[src/rtl/stim_lcg_gen_if.sv]
// Bus bundle for stim_lcg_gen: run control, LCG stimulus out, response in.
// master = the side that drives runs and observes stimulus; slave = the generator.
interface stim_lcg_gen_if #(
    parameter int IN_W  = 142,
    parameter int OUT_W = 159,
    parameter int CYC_W = 32
);
    logic             start;
    logic [31:0]      seed;
    logic [CYC_W-1:0] cycles;
    logic [1:0]       mode;
    logic             stall;
    logic [OUT_W-1:0] resp;
    logic [IN_W-1:0]  stim;
    logic [CYC_W-1:0] cyc;
    logic             busy;
    logic             done;
    logic [31:0]      signature;

    modport master (
        output start, seed, cycles, mode, stall, resp,
        input  stim, cyc, busy, done, signature
    );

    modport slave (
        input  start, seed, cycles, mode, stall, resp,
        output stim, cyc, busy, done, signature
    );
endinterface

[src/rtl/stim_lcg_gen.sv]
// LCG / walking-one stimulus generator with a 32-bit MISR compressing the response.
// Runs IDLE -> PRIME (settle) -> RUN (cycles steps, stallable) -> DONE (1-cycle pulse).
module stim_lcg_gen #(
    parameter int IN_W  = 142,
    parameter int OUT_W = 159,
    parameter int CYC_W = 32
) (
    input  logic           clk,
    input  logic           rst,
    stim_lcg_gen_if.slave  bus
);

    localparam int NW = (IN_W + 31) / 32;
    localparam int FW = (OUT_W + 31) / 32;

    typedef enum logic [1:0] {S_IDLE, S_PRIME, S_RUN, S_DONE} state_t;

    state_t           r_state;
    state_t           w_next_state;
    logic [IN_W-1:0]  r_stim;
    logic [CYC_W-1:0] r_cyc;
    logic [CYC_W-1:0] r_cycles;
    logic [31:0]      r_sig;
    logic [31:0]      r_lcg;
    logic [1:0]       r_mode;

    logic [31:0]      w_lcg_src;
    logic [NW*32-1:0] w_words;
    logic [31:0]      w_lcg_next;
    logic             w_start;
    logic             w_step;
    logic             w_last;
    logic             w_busy;
    logic             w_done;

    function automatic logic [31:0] lcg_step(input logic [31:0] x);
        return x * 32'h41C64E6D + 32'h0000_3039;
    endfunction

    // Word k of a vector is step^(k+1) of the source; the top word doubles as the advanced state.
    function automatic logic [NW*32-1:0] lcg_words(input logic [31:0] x);
        logic [31:0]      s;
        logic [NW*32-1:0] v;
        s = x;
        v = '0;
        for (int k = 0; k < NW; k++) begin
            s = lcg_step(s);
            v[k*32 +: 32] = s;
        end
        return v;
    endfunction

    function automatic logic [31:0] fold_resp(input logic [OUT_W-1:0] r);
        logic [FW*32-1:0] p;
        logic [31:0]      f;
        p = '0;
        p[OUT_W-1:0] = r;
        f = '0;
        for (int k = 0; k < FW; k++) begin
            f = f ^ p[k*32 +: 32];
        end
        return f;
    endfunction

    function automatic logic [31:0] misr_step(input logic [31:0] s, input logic [31:0] f);
        return {s[30:0], s[31] ^ s[21] ^ s[1] ^ s[0]} ^ f;
    endfunction

    assign w_lcg_src  = (r_state == S_IDLE) ? bus.seed : r_lcg;
    assign w_words    = lcg_words(w_lcg_src);
    assign w_lcg_next = w_words[NW*32-1 -: 32];
    assign w_start    = (r_state == S_IDLE) && bus.start;
    assign w_step     = (r_state == S_RUN) && !bus.stall;
    assign w_last     = (r_cyc + CYC_W'(1)) == r_cycles;

    always_ff @(posedge clk) begin
        if (rst) begin
            r_state <= S_IDLE;
        end else begin
            r_state <= w_next_state;
        end
    end

    always_comb begin
        w_next_state = r_state;
        unique case (r_state)
            S_IDLE:  if (bus.start) w_next_state = S_PRIME;
            S_PRIME: w_next_state = (r_cycles == '0) ? S_DONE : S_RUN;
            S_RUN:   if (w_step && w_last) w_next_state = S_DONE;
            S_DONE:  w_next_state = S_IDLE;
            default: w_next_state = S_IDLE;
        endcase
    end

    always_comb begin
        w_busy = 1'b0;
        w_done = 1'b0;
        unique case (r_state)
            S_PRIME, S_RUN: w_busy = 1'b1;
            S_DONE:         w_done = 1'b1;
            default:        ;
        endcase
    end

    always_ff @(posedge clk) begin
        if (rst) begin
            r_stim   <= '0;
            r_cyc    <= '0;
            r_cycles <= '0;
            r_sig    <= '0;
            r_lcg    <= '0;
            r_mode   <= 2'd0;
        end else if (w_start) begin
            r_cycles <= bus.cycles;
            r_mode   <= (bus.mode == 2'd3) ? 2'd0 : bus.mode;
            r_cyc    <= '0;
            r_sig    <= '0;
            r_lcg    <= w_lcg_next;
            r_stim   <= (bus.mode == 2'd1) ? IN_W'(1) : w_words[IN_W-1:0];
        end else if (w_step) begin
            r_cyc <= r_cyc + CYC_W'(1);
            r_sig <= misr_step(r_sig, fold_resp(bus.resp));
            // Hold mode keeps both stim and LCG state frozen at the primed vector.
            unique case (r_mode)
                2'd1: r_stim <= (r_stim << 1) | (r_stim >> (IN_W - 1));
                2'd2: ;
                default: begin
                    r_stim <= w_words[IN_W-1:0];
                    r_lcg  <= w_lcg_next;
                end
            endcase
        end
    end

    assign bus.stim      = r_stim;
    assign bus.cyc       = r_cyc;
    assign bus.signature = r_sig;
    assign bus.busy      = w_busy;
    assign bus.done      = w_done;

endmodule

[src/flat_wrapper.sv]
// flat-port wrapper written by rule: the top's interface ports become plain ports
module stim_lcg_gen_flat 
#(
    parameter int IN_W  = 142,
    parameter int OUT_W = 159,
    parameter int CYC_W = 32
)
  (clk, rst, bus_start, bus_seed, bus_cycles, bus_mode, bus_stall, bus_resp, bus_stim, bus_cyc, bus_busy, bus_done, bus_signature);
  stim_lcg_gen_if #(.IN_W(IN_W), .OUT_W(OUT_W), .CYC_W(CYC_W)) bus_i ();
  input  logic clk;
  input  logic rst;
  input wire logic [$bits(bus_i.start)-1:0] bus_start;
  input wire logic [$bits(bus_i.seed)-1:0] bus_seed;
  input wire logic [$bits(bus_i.cycles)-1:0] bus_cycles;
  input wire logic [$bits(bus_i.mode)-1:0] bus_mode;
  input wire logic [$bits(bus_i.stall)-1:0] bus_stall;
  input wire logic [$bits(bus_i.resp)-1:0] bus_resp;
  output wire logic [$bits(bus_i.stim)-1:0] bus_stim;
  output wire logic [$bits(bus_i.cyc)-1:0] bus_cyc;
  output wire logic [$bits(bus_i.busy)-1:0] bus_busy;
  output wire logic [$bits(bus_i.done)-1:0] bus_done;
  output wire logic [$bits(bus_i.signature)-1:0] bus_signature;
  assign bus_i.start = bus_start;
  assign bus_i.seed = bus_seed;
  assign bus_i.cycles = bus_cycles;
  assign bus_i.mode = bus_mode;
  assign bus_i.stall = bus_stall;
  assign bus_i.resp = bus_resp;
  assign bus_stim = bus_i.stim;
  assign bus_cyc = bus_i.cyc;
  assign bus_busy = bus_i.busy;
  assign bus_done = bus_i.done;
  assign bus_signature = bus_i.signature;
  stim_lcg_gen #(.IN_W(IN_W), .OUT_W(OUT_W), .CYC_W(CYC_W)) u_core (.clk(clk), .rst(rst), .bus(bus_i));
endmodule
[config.mk]
export PLATFORM = sky130hd
export DESIGN_NAME = stim_lcg_gen_flat
export DESIGN_NICKNAME = d
export VERILOG_FILES = /design/src/rtl/stim_lcg_gen_if.sv /design/src/rtl/stim_lcg_gen.sv /design/src/flat_wrapper.sv
export SDC_FILE = /design/constraint.sdc
export NUM_CORES = 2
export LEC_CHECK = 0
export BUFFER_PORTS_ARGS = -buffer_cell sky130_fd_sc_hd__buf_2
export CAP_MARGIN = 10
export CORE_UTILIZATION = 35
export CTS_BUF_LIST = sky130_fd_sc_hd__clkbuf_4 sky130_fd_sc_hd__clkbuf_8
export CTS_CLUSTER_DIAMETER = 40
export CTS_CLUSTER_SIZE = 12
export DETAILED_ROUTE_END_ITERATION = 10
export GPL_ROUTABILITY_DRIVEN = 0
export SYNTH_ARGS = -nofsm -noshare
export SYNTH_HDL_FRONTEND = slang
export SYNTH_SLANG_ARGS = --single-unit
[constraint.sdc]
create_clock -name clk -period 30.5 [get_ports clk]
set_input_delay 3.05 -clock clk [delete_from_list [all_inputs] [get_ports clk]]
set_output_delay 3.05 -clock clk [all_outputs]
set_load 0.02 [all_outputs]
# Yosys cells after proc, flatten, opt, wreduce, memory -nomap -nowiden
# Index checks and enable logic that the tools add are counted.
op_classes:
  n_reduce_logical: 13
  muxes: 15
  n_mul: 5
  bitwise_logic: 9
  addsub: 6
  n_eq_ne: 12
op_table:
  columns: ["op", "count"]
  rows:
  - ["142-bit 2-to-1 mux", 3]
  - ["142-bit one-hot mux with 2 select lines", 1]
  - ["32-bit by 14-bit adder with 32-bit output, second input constant", 5]
  - ["32-bit by 31-bit multiplier with 32-bit output, second input constant", 5]
  - ["142-bit by 1-bit OR with 142-bit output", 1]
  - ["32-bit 2-to-1 mux", 4]
  - ["32-bit bitwise XOR", 4]
  - ["32-bit by 1-bit adder with 32-bit output, second input constant", 1]
  - ["32-bit == test", 1]
  - ["32-bit zero test", 1]
  - ["32-bit by 31-bit bitwise XOR with 32-bit output", 1]
  - ["2-bit == test, second input constant", 4]
  - ["2-bit one-hot mux with 4 select lines", 1]
  - ["2-bit by 1-bit == test with 1-bit output, second input constant", 3]
  - ["2-bit 2-to-1 mux", 3]
  - ["2-bit AND reduction", 3]
  - ["2-bit OR reduction", 3]
  - ["2-bit by 1-bit != test with 1-bit output, second input constant", 2]
  - ["2-bit != test, second input constant", 2]
  - ["1-bit logical AND", 3]
  - ["1-bit 2-to-1 mux", 3]
  - ["1-bit bitwise XOR", 3]
  - ["2-bit zero test", 1]
  - ["2-bit nonzero test", 1]
  - ["1-bit zero test", 1]
word_totals:
  in_bits: 229
  ff_bits: 274
  out_inout_bits: 208

# Depth between registers and ports, before layout
logic_depth:
  depth_word: 15
  mapped_depth: 117

# Least setup slack after synthesis
# OpenSTA, ideal clock, no wires.
synth_timing:
  path_type: "input to register"
  from: "in bus_seed[0]"
  to: "reg u_core.r_lcg[31]"
  arrival_ns: 29.997
  path_slack_ns: 0.424
  setup_time_ns: 0.079
  stages: 103
  cell_sequence: "mux2_2 -> clkbuf_1 -> inv_1 -> ha_1 -> ha_1 -> nor2_1 -> fa_1 -> inv_1 -> fa_1 -> ha_1 -> fa_1 -> inv_1 -> fa_1 -> fa_1 -> inv_1 -> ha_1 -> buf_6 -> a21o_1 -> [... 67 more ...] -> fa_1 -> fa_1 -> fa_1 -> fa_1 -> fa_1 -> xnor2_1 -> xnor2_1 -> xnor2_1 -> xnor2_1 -> xnor2_1 -> xnor2_1 -> xnor2_1 -> xnor2_1 -> xnor2_1 -> xnor2_1 -> xnor2_1 -> xnor3_1 -> a211oi_2"
synth_via:
  elab_chain_len: 14
synth_lines:
  columns: ["element", "line", "text"]
  rows:
  - ["from (decl)", "flat_wrapper.sv:13", "input wire logic [$bits(bus_i.seed)-1:0] bus_seed;"]
  - ["32-bit 2-to-1 mux *", "stim_lcg_gen.sv:69", "assign w_lcg_src = (r_state == S_IDLE) ? bus.seed : r_lcg;"]
  - ["32-bit by 31-bit multiplier with 32-bit output *", "stim_lcg_gen.sv:37", "return x * 32'h41C64E6D + 32'h0000_3039;"]
  - ["32-bit by 14-bit adder with 32-bit output *", "stim_lcg_gen.sv:37", null]
  - ["32-bit by 31-bit multiplier with 32-bit output *", "stim_lcg_gen.sv:37", null]
  - ["32-bit by 14-bit adder with 32-bit output *", "stim_lcg_gen.sv:37", null]
  - ["32-bit by 31-bit multiplier with 32-bit output *", "stim_lcg_gen.sv:37", null]
  - ["32-bit by 14-bit adder with 32-bit output *", "stim_lcg_gen.sv:37", null]
  - ["32-bit by 31-bit multiplier with 32-bit output *", "stim_lcg_gen.sv:37", null]
  - ["32-bit by 14-bit adder with 32-bit output *", "stim_lcg_gen.sv:37", null]
  - ["32-bit by 31-bit multiplier with 32-bit output *", "stim_lcg_gen.sv:37", null]
  - ["32-bit by 14-bit adder with 32-bit output *", "stim_lcg_gen.sv:37", null]
  - ["32-bit 2-to-1 mux", "stim_lcg_gen.sv:124", "unique case (r_mode)"]
  - ["32-bit 2-to-1 mux", "stim_lcg_gen.sv:120", "end else if (w_step) begin"]
  - ["32-bit 2-to-1 mux *", "stim_lcg_gen.sv:113", "end else if (w_start) begin"]
  - ["to (signal assigned)", "stim_lcg_gen.sv:118", "r_lcg <= w_lcg_next;"]
  - ["to (signal assigned)", "stim_lcg_gen.sv:129", "r_lcg <= w_lcg_next;"]
  - ["to (decl)", "stim_lcg_gen.sv:24", "logic [31:0] r_lcg;"]
# Every way passes the cells marked *; elsewhere a longest branch is shown, timed or not. The select of a mux whose other input is x is not followed.
# A chain may end at the register's enable or synchronous reset.

# Worst setup path in the final report
layout_timing:
  from: "in bus_seed[7]"
  to: "reg u_core.r_lcg[31]"
# The elaborated chain is that of the path after synthesis.

==> metrics <==
GR Overflow Total=0; final worst path period share=0.961; final worst path period need=29.32 ns; Num CTS Buffers=54; Setup-failing EPs final=0; num rows=149; DRT antenna net count=0; port bufs=436; Worst R2R Setup Slack=1.82 ns; synthesized area per cell=9.23 µm²; xor and xnor area share after synthesis=0.0886; flops & latches, synth=274; Yosys cell types=97; Post-Synth Simple-Gate Area=0.0650; critical path class=primary input to flip-flop; Final Skew=0.0854 ns; FFs w/ async S/R, synth=0; maximum fanout along the worst path=6; CORE AREA=0.165 mm²; first-pass GRT wire length=288000 µm; DRC errors left=0; Worst-Margin Slew=1.25 ns; FF-to-FF Start=u_core.r_state[0]; dpl hpwl=163000 µm; Synth warnings=0; P&R area growth vs syn=11.6%; hold path startpoint=u_core.r_lcg[4]; I/O pin cnt=437; Synth Instances=6336; share of cells above drive strength 1=0.112; chip width=411 µm; die height=411 µm; Reg clk slew, reported paths=0.06 ns; largest net degree at the start of global routing=95; Fillers=16476; Die Area=0.169 mm²; Clock Path Buffers=3; sequential fraction of the synthesis area=0.0938; Fin Hold WS=0.455 ns; Final nets=8975; compound-gate portion of the synthesized area=0.0863; Hold Path Stages=2; mapped cell area=0.0585 mm²; status=finished clean; Synth Net Count=8513; vias in the first global route=46476; Main synth FF type=dfxtp_1; routed len/inst=21.1 µm; CTS H-tree lvls=2; worst-case reg-to-reg path depth=100; All-Layer GR Usage=0.226; largest family of logic cells by synthesized area=adder cells; Vias=44604; CTS tree=built; critical path's slowest cell=fa_1; Worst Hold End=u_core.r_lcg[4]; top-count cell post-synth=inv_1; Adder-Cell Fraction of Synth Area=0.536; CP required=31.10 ns; largest cells by area after synthesis=fa_1, ha_1, inv_1; Post-synth EDFFs=0; RR Endpoint=u_core.r_lcg[31]; CP most frequent cell=fa_1; area leader, netlist=fa_1; initial antenna violation count=9; register area=0.00549 mm²; crit end category=flip-flop; WP data arrival=29.92 ns; clock root buffer=clkbuf_8; final WL=190000 µm; router iterations before antenna repair=6; clock sink count=274; worst hold path class=flip-flop to flip-flop; top-area cell type share of the netlist area=0.319; Critical Path Source Type=primary input; initial core utilization=0.354; Post-CTS Hold Buffers=0; Multi-input gate area=0.0462 mm²; Final Slew Violations=0; clock latency on the worst-skew pair=0.76 ns; final hold vios=0; mux contribution to synthesized area=0.00772; DR vias/cell=4.94; Peak Freq=0.0341 GHz; Iteration-0 DRC Markers=3255; commonest cells in the netlist=inv_1, ha_1, fa_1; slowest cell delay on critical path=0.60 ns; max-cap violations=0; slew margin rel.=0.162
-- stage by stage --
step,utilization,setup TNS (ns),cells,instance area [µm²],setup slack [ns]
final,0.395,0,9034,65300,1.18
after global routing,0.395,-0.0155,9033,65300,-0.0155
after CTS,0.393,0,9028,65000,0.705
after detailed placement,0.386,0,8928,63800,0.0830
after global placement,0.386,0,8928,63800,0.164
after floorplan,-,0,6336,58500,0.424
-- registers in the layout (all words and copies together), names as in the netlist --
| register | cells |
|---|---|
| u_core.bus.cyc | 32 |
| u_core.bus.signature | 32 |
| u_core.bus.stim | 142 |
| u_core.r_cycles | 32 |
| u_core.r_lcg | 32 |
| u_core.r_mode | 2 |
| u_core.r_state | 2 |
-- cells by family (layout without fill, tap and decap cells) --
logic type,Yosys count,in the layout
buf+inv,1896,2402
fa+ha+maj,1948,1948
flops,274,274
compound gates,741,741
other cells,0,3
mux,43,43
xor+xnor,575,575
simple gates,859,859
-- routing by layer --
metal,global-route usage,share of wire,vias up
met3,0.0547,0.091,241
met5,0,0.00020,-
li1,-,-,20670
met4,0.0697,0.034,6
met1,0.302,0.43,22121
met2,0.359,0.45,1566
-- final cells by class --
class / count / area share
clock inverter: 32 / 0.00474
clock buffer: 68 / 0.0138
tap: 2189 / 0.0420
sequential: 274 / 0.0841
antenna: 3 / 0.000115
inverter: 1747 / 0.101
timing repair buffer: 555 / 0.0473
multi-input combinational: 4166 / 0.708
-- worst max-delay path by stage --
stage | slack, ns | endpoint | startpoint
2_1_floorplan | 0.42 | u_core.r_lcg[31] | bus_seed[0]
3_3_place_gp | 0.16 | u_core.r_lcg[31] | bus_seed[16]
3_5_place_dp | 0.08 | u_core.r_lcg[31] | bus_seed[16]
4_1_cts | 0.70 | u_core.r_lcg[31] | bus_seed[16]
5_1_grt | -0.02 | u_core.r_lcg[31] | bus_seed[8]
6_report | 1.18 | u_core.r_lcg[31] | bus_seed[7]
-- cells in the final DEF, fill, tap and decap left out, drive strengths merged, types with 9 or more instances in the layout --
master and count:
ha 1015, o211ai 33, nand2 264, xnor2 459
dfxtp 274, and3 15, inv 1753, a211o 10
o21ai 103, a311oi 29, a211oi 65, fa 933
clkinv 18, nor2b 10, and2 11, o21bai 23
nand4 22, mux2i 36, a221oi 66, nand3 39
nand2b 23, o21a 19, or2 9, a31oi 16
buf 555, nor4 13, or3 12, xor2 109
a21oi 246, a21o 70, nor3 99, clkbuf 68
nor2 318
-- timing repair --
| item | in CTS | in global routing |
|---|---|---|
| setup buffers | 0 | 3 |
| setup endpoints to repair | 0 | 3 |
| resized for setup | 0 | 41 |
-- worst max-delay path, delay by kind of cell --
kind                       cells  cell delay [ns]
muxes                          1             0.36
AOI/OAI and AO/OA             16             3.46
buffers and inverters         23             1.72
xor gates and xnor gates      17             2.91
adders and majority gates     41            18.31
and+or+nand+nor                1             0.08
Power is left out: the tool's default activity adds up to more than one toggle a clock period on the data nets, which glitch-free logic cannot reach.
